==> src/rtl/unidade_controle_if.sv <==
// Handshake bundle between the game datapath/buttons and the control unit.
//   Datapath -> control : iniciar, tem_jogada, escolhe_macro, jogada_valida, fim_jogo
//   Control -> datapath : zeraEdge, zeraR_micro, zeraR_macro, registraR_micro,
//                         registraR_macro, sinal_macro, escreve_tabuleiro,
//                         jogador, pronto, db_estado[3:0]
// The control unit connects through modport slave; the datapath (or a bench)
// drives through modport master.
interface unidade_controle_if;
  logic       iniciar;
  logic       tem_jogada;
  logic       escolhe_macro;
  logic       jogada_valida;
  logic       fim_jogo;
  logic       zeraEdge;
  logic       zeraR_micro;
  logic       zeraR_macro;
  logic       registraR_micro;
  logic       registraR_macro;
  logic       sinal_macro;
  logic       escreve_tabuleiro;
  logic       jogador;
  logic       pronto;
  logic [3:0] db_estado;

  modport slave (
    input  iniciar, tem_jogada, escolhe_macro, jogada_valida, fim_jogo,
    output zeraEdge, zeraR_micro, zeraR_macro, registraR_micro, registraR_macro,
           sinal_macro, escreve_tabuleiro, jogador, pronto, db_estado
  );

  modport master (
    output iniciar, tem_jogada, escolhe_macro, jogada_valida, fim_jogo,
    input  zeraEdge, zeraR_micro, zeraR_macro, registraR_micro, registraR_macro,
           sinal_macro, escreve_tabuleiro, jogador, pronto, db_estado
  );
endinterface

==> src/rtl/unidade_controle.sv <==
// Control unit of the ultimate tic-tac-toe game: a Moore FSM that sequences
// macro-cell selection, micro-cell selection, move validation, board write,
// end-of-game check and player swap.
// Ports:
//   clock  - system clock, rising edge active
//   reset  - asynchronous, active-low reset
//   bus    - unidade_controle_if.slave (game inputs, strobes, jogador,
//            pronto, db_estado)
// Strobe outputs are registered: each is loaded with the decode of the next
// state, so it always equals the decode of the current registered state.
module unidade_controle (
  input  logic                     clock,
  input  logic                     reset,
  unidade_controle_if.slave        bus
);

  typedef enum logic [3:0] {
    INICIAL        = 4'h0,
    PREPARACAO     = 4'h1,
    ESPERA_MACRO   = 4'h2,
    REGISTRA_MACRO = 4'h3,
    ESPERA_JOGADA  = 4'h4,
    REGISTRA_JOG   = 4'h5,
    VALIDA_JOGADA  = 4'h6,
    ESCREVE        = 4'h7,
    VERIFICA_FIM   = 4'h8,
    TROCA_JOGADOR  = 4'h9,
    ATUALIZA_MACRO = 4'hA,
    CHECA_MACRO    = 4'hB,
    FIM            = 4'hC
  } estado_t;

  typedef struct packed {
    logic zera_edge;
    logic zera_micro;
    logic zera_macro;
    logic reg_micro;
    logic reg_macro;
    logic sinal_macro;
    logic escreve;
    logic pronto;
  } saidas_t;

  estado_t state_q, state_d;
  saidas_t saidas_q, saidas_d;
  logic    jogador_q, jogador_d;

  // Moore output decode; unlisted and illegal codes drive every strobe low.
  function automatic saidas_t decodifica(input estado_t st);
    saidas_t s;
    s = '0;
    case (st)
      PREPARACAO: begin
        s.zera_edge  = 1'b1;
        s.zera_micro = 1'b1;
        s.zera_macro = 1'b1;
      end
      ESPERA_MACRO:   s.sinal_macro = 1'b1;
      REGISTRA_MACRO: begin
        s.sinal_macro = 1'b1;
        s.reg_macro   = 1'b1;
      end
      REGISTRA_JOG:   s.reg_micro = 1'b1;
      ESCREVE:        s.escreve   = 1'b1;
      // sinal_macro stays 0 so the macro register reloads from the micro register
      ATUALIZA_MACRO: s.reg_macro = 1'b1;
      FIM:            s.pronto    = 1'b1;
      default:        s = '0;
    endcase
    return s;
  endfunction

  // Next-state logic; tem_jogada and iniciar are only looked at in the waiting states.
  always_comb begin
    state_d = state_q;
    case (state_q)
      INICIAL: begin
        if (bus.iniciar) state_d = PREPARACAO;
        else             state_d = INICIAL;
      end
      PREPARACAO: state_d = ESPERA_MACRO;
      ESPERA_MACRO: begin
        if (bus.tem_jogada) state_d = REGISTRA_MACRO;
        else                state_d = ESPERA_MACRO;
      end
      REGISTRA_MACRO: state_d = ESPERA_JOGADA;
      ESPERA_JOGADA: begin
        if (bus.tem_jogada) state_d = REGISTRA_JOG;
        else                state_d = ESPERA_JOGADA;
      end
      REGISTRA_JOG: state_d = VALIDA_JOGADA;
      VALIDA_JOGADA: begin
        if (bus.jogada_valida) state_d = ESCREVE;
        else                   state_d = ESPERA_JOGADA;
      end
      ESCREVE: state_d = VERIFICA_FIM;
      VERIFICA_FIM: begin
        if (bus.fim_jogo) state_d = FIM;
        else              state_d = TROCA_JOGADOR;
      end
      TROCA_JOGADOR:  state_d = ATUALIZA_MACRO;
      ATUALIZA_MACRO: state_d = CHECA_MACRO;
      CHECA_MACRO: begin
        if (bus.escolhe_macro) state_d = ESPERA_MACRO;
        else                   state_d = ESPERA_JOGADA;
      end
      FIM: begin
        if (bus.iniciar) state_d = PREPARACAO;
        else             state_d = FIM;
      end
      default: state_d = INICIAL;
    endcase
  end

  // Current-player next value: cleared while preparing, toggled when leaving troca_jogador.
  always_comb begin
    jogador_d = jogador_q;
    case (state_q)
      PREPARACAO:    jogador_d = 1'b0;
      TROCA_JOGADOR: jogador_d = ~jogador_q;
      default:       jogador_d = jogador_q;
    endcase
  end

  // Registered strobes track the state that is being entered.
  always_comb begin
    saidas_d = decodifica(state_d);
  end

  // State, player and strobe registers with asynchronous reset.
  always_ff @(posedge clock or negedge reset) begin
    if (!reset) begin
      state_q   <= INICIAL;
      jogador_q <= 1'b0;
      saidas_q  <= '0;
    end else begin
      state_q   <= state_d;
      jogador_q <= jogador_d;
      saidas_q  <= saidas_d;
    end
  end

  assign bus.zeraEdge          = saidas_q.zera_edge;
  assign bus.zeraR_micro       = saidas_q.zera_micro;
  assign bus.zeraR_macro       = saidas_q.zera_macro;
  assign bus.registraR_micro   = saidas_q.reg_micro;
  assign bus.registraR_macro   = saidas_q.reg_macro;
  assign bus.sinal_macro       = saidas_q.sinal_macro;
  assign bus.escreve_tabuleiro = saidas_q.escreve;
  assign bus.pronto            = saidas_q.pronto;
  assign bus.jogador           = jogador_q;
  assign bus.db_estado         = state_q;

endmodule

==> src/flat_wrapper.sv <==
// flat-port wrapper written by rule: the top's interface ports become plain ports
module unidade_controle_flat 
  (clock, reset, bus_iniciar, bus_tem_jogada, bus_escolhe_macro, bus_jogada_valida, bus_fim_jogo, bus_zeraEdge, bus_zeraR_micro, bus_zeraR_macro, bus_registraR_micro, bus_registraR_macro, bus_sinal_macro, bus_escreve_tabuleiro, bus_jogador, bus_pronto, bus_db_estado);
  unidade_controle_if bus_i ();
  input  logic clock;
  input  logic reset;
  input wire logic [$bits(bus_i.iniciar)-1:0] bus_iniciar;
  input wire logic [$bits(bus_i.tem_jogada)-1:0] bus_tem_jogada;
  input wire logic [$bits(bus_i.escolhe_macro)-1:0] bus_escolhe_macro;
  input wire logic [$bits(bus_i.jogada_valida)-1:0] bus_jogada_valida;
  input wire logic [$bits(bus_i.fim_jogo)-1:0] bus_fim_jogo;
  output wire logic [$bits(bus_i.zeraEdge)-1:0] bus_zeraEdge;
  output wire logic [$bits(bus_i.zeraR_micro)-1:0] bus_zeraR_micro;
  output wire logic [$bits(bus_i.zeraR_macro)-1:0] bus_zeraR_macro;
  output wire logic [$bits(bus_i.registraR_micro)-1:0] bus_registraR_micro;
  output wire logic [$bits(bus_i.registraR_macro)-1:0] bus_registraR_macro;
  output wire logic [$bits(bus_i.sinal_macro)-1:0] bus_sinal_macro;
  output wire logic [$bits(bus_i.escreve_tabuleiro)-1:0] bus_escreve_tabuleiro;
  output wire logic [$bits(bus_i.jogador)-1:0] bus_jogador;
  output wire logic [$bits(bus_i.pronto)-1:0] bus_pronto;
  output wire logic [$bits(bus_i.db_estado)-1:0] bus_db_estado;
  assign bus_i.iniciar = bus_iniciar;
  assign bus_i.tem_jogada = bus_tem_jogada;
  assign bus_i.escolhe_macro = bus_escolhe_macro;
  assign bus_i.jogada_valida = bus_jogada_valida;
  assign bus_i.fim_jogo = bus_fim_jogo;
  assign bus_zeraEdge = bus_i.zeraEdge;
  assign bus_zeraR_micro = bus_i.zeraR_micro;
  assign bus_zeraR_macro = bus_i.zeraR_macro;
  assign bus_registraR_micro = bus_i.registraR_micro;
  assign bus_registraR_macro = bus_i.registraR_macro;
  assign bus_sinal_macro = bus_i.sinal_macro;
  assign bus_escreve_tabuleiro = bus_i.escreve_tabuleiro;
  assign bus_jogador = bus_i.jogador;
  assign bus_pronto = bus_i.pronto;
  assign bus_db_estado = bus_i.db_estado;
  unidade_controle u_core (.clock(clock), .reset(reset), .bus(bus_i));
endmodule
==> config.mk <==
export PLATFORM = sky130hd
export DESIGN_NAME = unidade_controle_flat
export DESIGN_NICKNAME = d
export VERILOG_FILES = /design/src/rtl/unidade_controle_if.sv /design/src/rtl/unidade_controle.sv /design/src/flat_wrapper.sv
export SDC_FILE = /design/constraint.sdc
export NUM_CORES = 1
export LEC_CHECK = 0
export CORE_AREA = 3 3 40 42
export CTS_BUF_LIST = sky130_fd_sc_hd__clkbuf_4 sky130_fd_sc_hd__clkbuf_8
export CTS_CLUSTER_DIAMETER = 30
export DETAILED_ROUTE_END_ITERATION = 12
export DIE_AREA = 0 0 43 45
export MAX_ROUTING_LAYER = met4
export PLACE_DENSITY_LB_ADDON = 0.15
export SYNTH_ARGS = -nofsm -noshare
export SYNTH_HDL_FRONTEND = slang
export SYNTH_SLANG_ARGS = --single-unit
==> constraint.sdc <==
create_clock -name clock -period 3.3 [get_ports clock]
set_clock_uncertainty 0.05 [all_clocks]
set_input_delay 0.33 -clock clock [delete_from_list [all_inputs] [get_ports clock]]
set_output_delay 0.33 -clock clock [all_outputs]
set_load 0.02 [all_outputs]
==> impl_metrics.ini <==
[setup_path]
slowest_stage = clkdlybuf4s50_1
reg2reg_from = u_core.bus.db_estado[2]
start_kind = flop
critPathTopFamily = buffers and inverters
required_ns = 2.92
worst-path-stages = 1
cpPeakStageDelay_ns = 0.68
reg2reg_depth = 4
rrSetupSlack_ns = 1.64
crit_buf_inv = 1
rr_endpoint = u_core.bus.sinal_macro
crit_type = reg2out
end_kind = primary output
cp_max_fo = 12
crit_chain = clkdlybuf4s50_1
crit_arrival_ns = 1.53

[die]
die_w_um = 43
coreArea_sq_um = 1285
die_h_um = 45
num_rows = 13
num_io_pins = 20
dieArea_sq_um = 1935
initial_utilization_pct = 43.14

[clock_network]
worstSkewPairLatency_ns = 0.27
cts_post_setup_buffers_inserted = 0
cts_resized = 0
cts.sinks = 11
numCtsBuffers = 3
h-tree-depth = 1
clkSlewWorstSetupHoldPaths_ns = 0.07
holdBufCountCts = 0
cts_buffer_depth = 2
cts_tree = built
clockRootBuffer = clkbuf_4

[global_route]
overflow = 0
antenna_found_initial = 0
met3_usage_pct = 2.789
grt_pass1_vias = 463
use_met2_pct = 21.26
grt_max_degree = 14
grt.busiest_layer = met2
met1_usage_pct = 20.45
track_usage_pct = 15.43
grt_pass1_wl_mm = 2.090

[timing]
slew_violations = 0
tightest_slew_ns = 0.5196
rsz0062_at_grt = no
max_freq_mhz = 524.4
fin_crit_ns = 1.907
fin_crit_sh_pct = 57.79
setup_violations = 0
hold_viol_final = 0
relSlewSlack_pct = 65.25
fin_setup_tns_ns = 0
layout_setup_ws_ns = 1.393

[yosys]
ys_seq_area_share_pct = 49.66
synthesis.area_sq_um = 554.3
ys_types = 26
synthCells = 53
synthTopCellsByArea = dfrtp_1, a21oi_1, nand3b_1
yosys.area.top_type = dfrtp_1
ys_warn_count = 0
avgSynthCellArea_sq_um = 10.46
syn_nets = 60
synth_seq_cells = 11
synth_top_cell_area_share_pct = 49.66

[drt]
viasPerCell = 5.094
wl_per_cell_um = 14.08
drc_errors = 0
wl_mm = 1.197
ant_nets = 0
first_iter_violations = 5
vias = 433
dr.pass1.iters = 3

[power]
p_leak_nw = 0.3250
p_sw_w = 0.0002916
p_int_w = 0.0004174
ir_drop_uv = 501.2
power_frac_comb_pct = 49.2
power.density_nw_per_um2 = 942.9
seqPwrFrac_pct = 36.0
p_sw_share_pct = 41.13
clkPwrFrac_pct = 14.8

[status]
status = finished clean

[run]
max_cap_viol_count = 0

[place]
hpwl_um = 833.7
port_buffers = 19
gp_congestion = 0.7291
post-place-ws_ns = 1.526

[hold_path]
hp-class = in2async

[finish]
antennaDiodeCount = 0
finish.net_count = 78
area_growth_pct = 35.67
drive_gt1_share_pct = 11.43
==> placed cells by master, fill, tap and decap left out <==
| cell | instances |
|---|---|
| o21ai_0 | 2 |
| a32o_1 | 1 |
| o221ai_1 | 1 |
| and2b_4 | 1 |
| nand2b_1 | 1 |
| inv_1 | 2 |
| dfrtp_1 | 11 |
| o21a_1 | 1 |
| mux2_2 | 1 |
| clkdlybuf4s50_1 | 19 |
| xnor2_1 | 1 |
| a221o_1 | 1 |
| nor2b_1 | 1 |
| nand3_1 | 1 |
| clkbuf_4 | 4 |
| nand2_1 | 3 |
| a21oi_1 | 5 |
| o22ai_1 | 1 |
| nor2b_4 | 1 |
| nor2_1 | 4 |
| and3_1 | 2 |
| nor4_2 | 1 |
| nand3b_1 | 3 |
| nor3b_1 | 1 |
| o211a_1 | 1 |
==> power by group through the flow <==
stage	Clock [W]	Combinational, W	Sequential, W
6_report	0.000105	0.000349	0.000255
5_1_grt	0.000115	0.000379	0.000269
4_1_cts	0.000108	0.000351	0.000257
3_5_place_dp	0	0.000348	0.000260
3_3_place_gp	0	0.000345	0.000256
2_1_floorplan	0	0.000223	0.000265
==> worst max path at each step <==
stage,to,slack [ns],from
after floorplan,u_core.bus.sinal_macro,1.82,u_core.bus.db_estado[2]
after global placement,u_core.bus.sinal_macro,1.58,bus_iniciar
after detailed placement,u_core.bus.sinal_macro,1.53,bus_iniciar
after CTS,bus_db_estado[2],1.37,u_core.bus.db_estado[2]
after global routing,bus_db_estado[1],1.30,u_core.bus.db_estado[1]
final,bus_db_estado[2],1.39,u_core.bus.db_estado[2]
==> per-layer routing <==
metal | up-vias | part of all wire [%] | routed length, um
met5 | - | 0 | 0
met4 | 0 | 2.0 | 24
met3 | 2 | 5.6 | 67
met2 | 14 | 44 | 531
met1 | 199 | 48 | 573
li1 | 218 | - | -
==> state kept, by name, indices dropped and copies added (netlist names) <==
| signal | flops |
|---|---|
| u_core.bus.db_estado | 4 |
| u_core.bus.escreve_tabuleiro | 1 |
| u_core.bus.jogador | 1 |
| u_core.bus.pronto | 1 |
| u_core.bus.registraR_macro | 1 |
| u_core.bus.registraR_micro | 1 |
| u_core.bus.sinal_macro | 1 |
| u_core.bus.zeraEdge | 1 |
==> worst reg2reg max path, delay by kind of cell, from the launching register on <==
kind | cells | cell delay (ns)
simple gates | 2 | 0.42
flops | 1 | 0.57
compound gates | 2 | 0.51
==> final cells by class <==
class / count / area [sq um]
fillers: 129 / 533.0
clock buffers: 4 / 30.03
well taps: 15 / 18.77
inverters: 2 / 7.507
flip-flops and latches: 11 / 275.3
multi-input cells: 34 / 230.2
repair buffers: 19 / 190.2
==> cell families after synthesis <==
logic type | count (synthesis) | synth area share, %
simple gates | 19 | 22.12
mux | 1 | 2.031
buf+inv | 8 | 8.802
flops | 11 | 49.66
compound gates | 13 | 15.80
xor+xnor | 1 | 1.580
==> synth_stat cells <==
library cell,number
o21ai_0,2
nand2b_1,1
and3_1,2
nor2b_1,1
o22ai_1,1
nand3b_1,3
nor2_1,4
nor2b_4,1
mux2_2,1
nor3b_1,1
xnor2_1,1
inv_1,2
buf_2,3
nand2_1,3
a21oi_1,5
o221ai_1,1
a32o_1,1
o211a_1,1
nand3_1,1
nor4_2,1
o21a_1,1
buf_4,2
and2b_4,1
dfrtp_1,11
a221o_1,1
buf_6,1
==> per-stage QoR <==
step	cells	cell area [sq um]	utilization [%]	hold slack, ns	total power [W]
floorplan	53	554.3	-	-0.01559	0.0004873
global placement	81	721.9	56.18	0.5007	0.0006016
CTS	85	752.0	58.52	0.3566	0.0007160
detailed placement	81	721.9	56.18	0.4985	0.0006077
global route	85	752.0	58.52	0.3671	0.0007633
finish	85	752.0	58.52	0.3438	0.0007090
No activity file was read; power rests on OpenSTA's default activity.
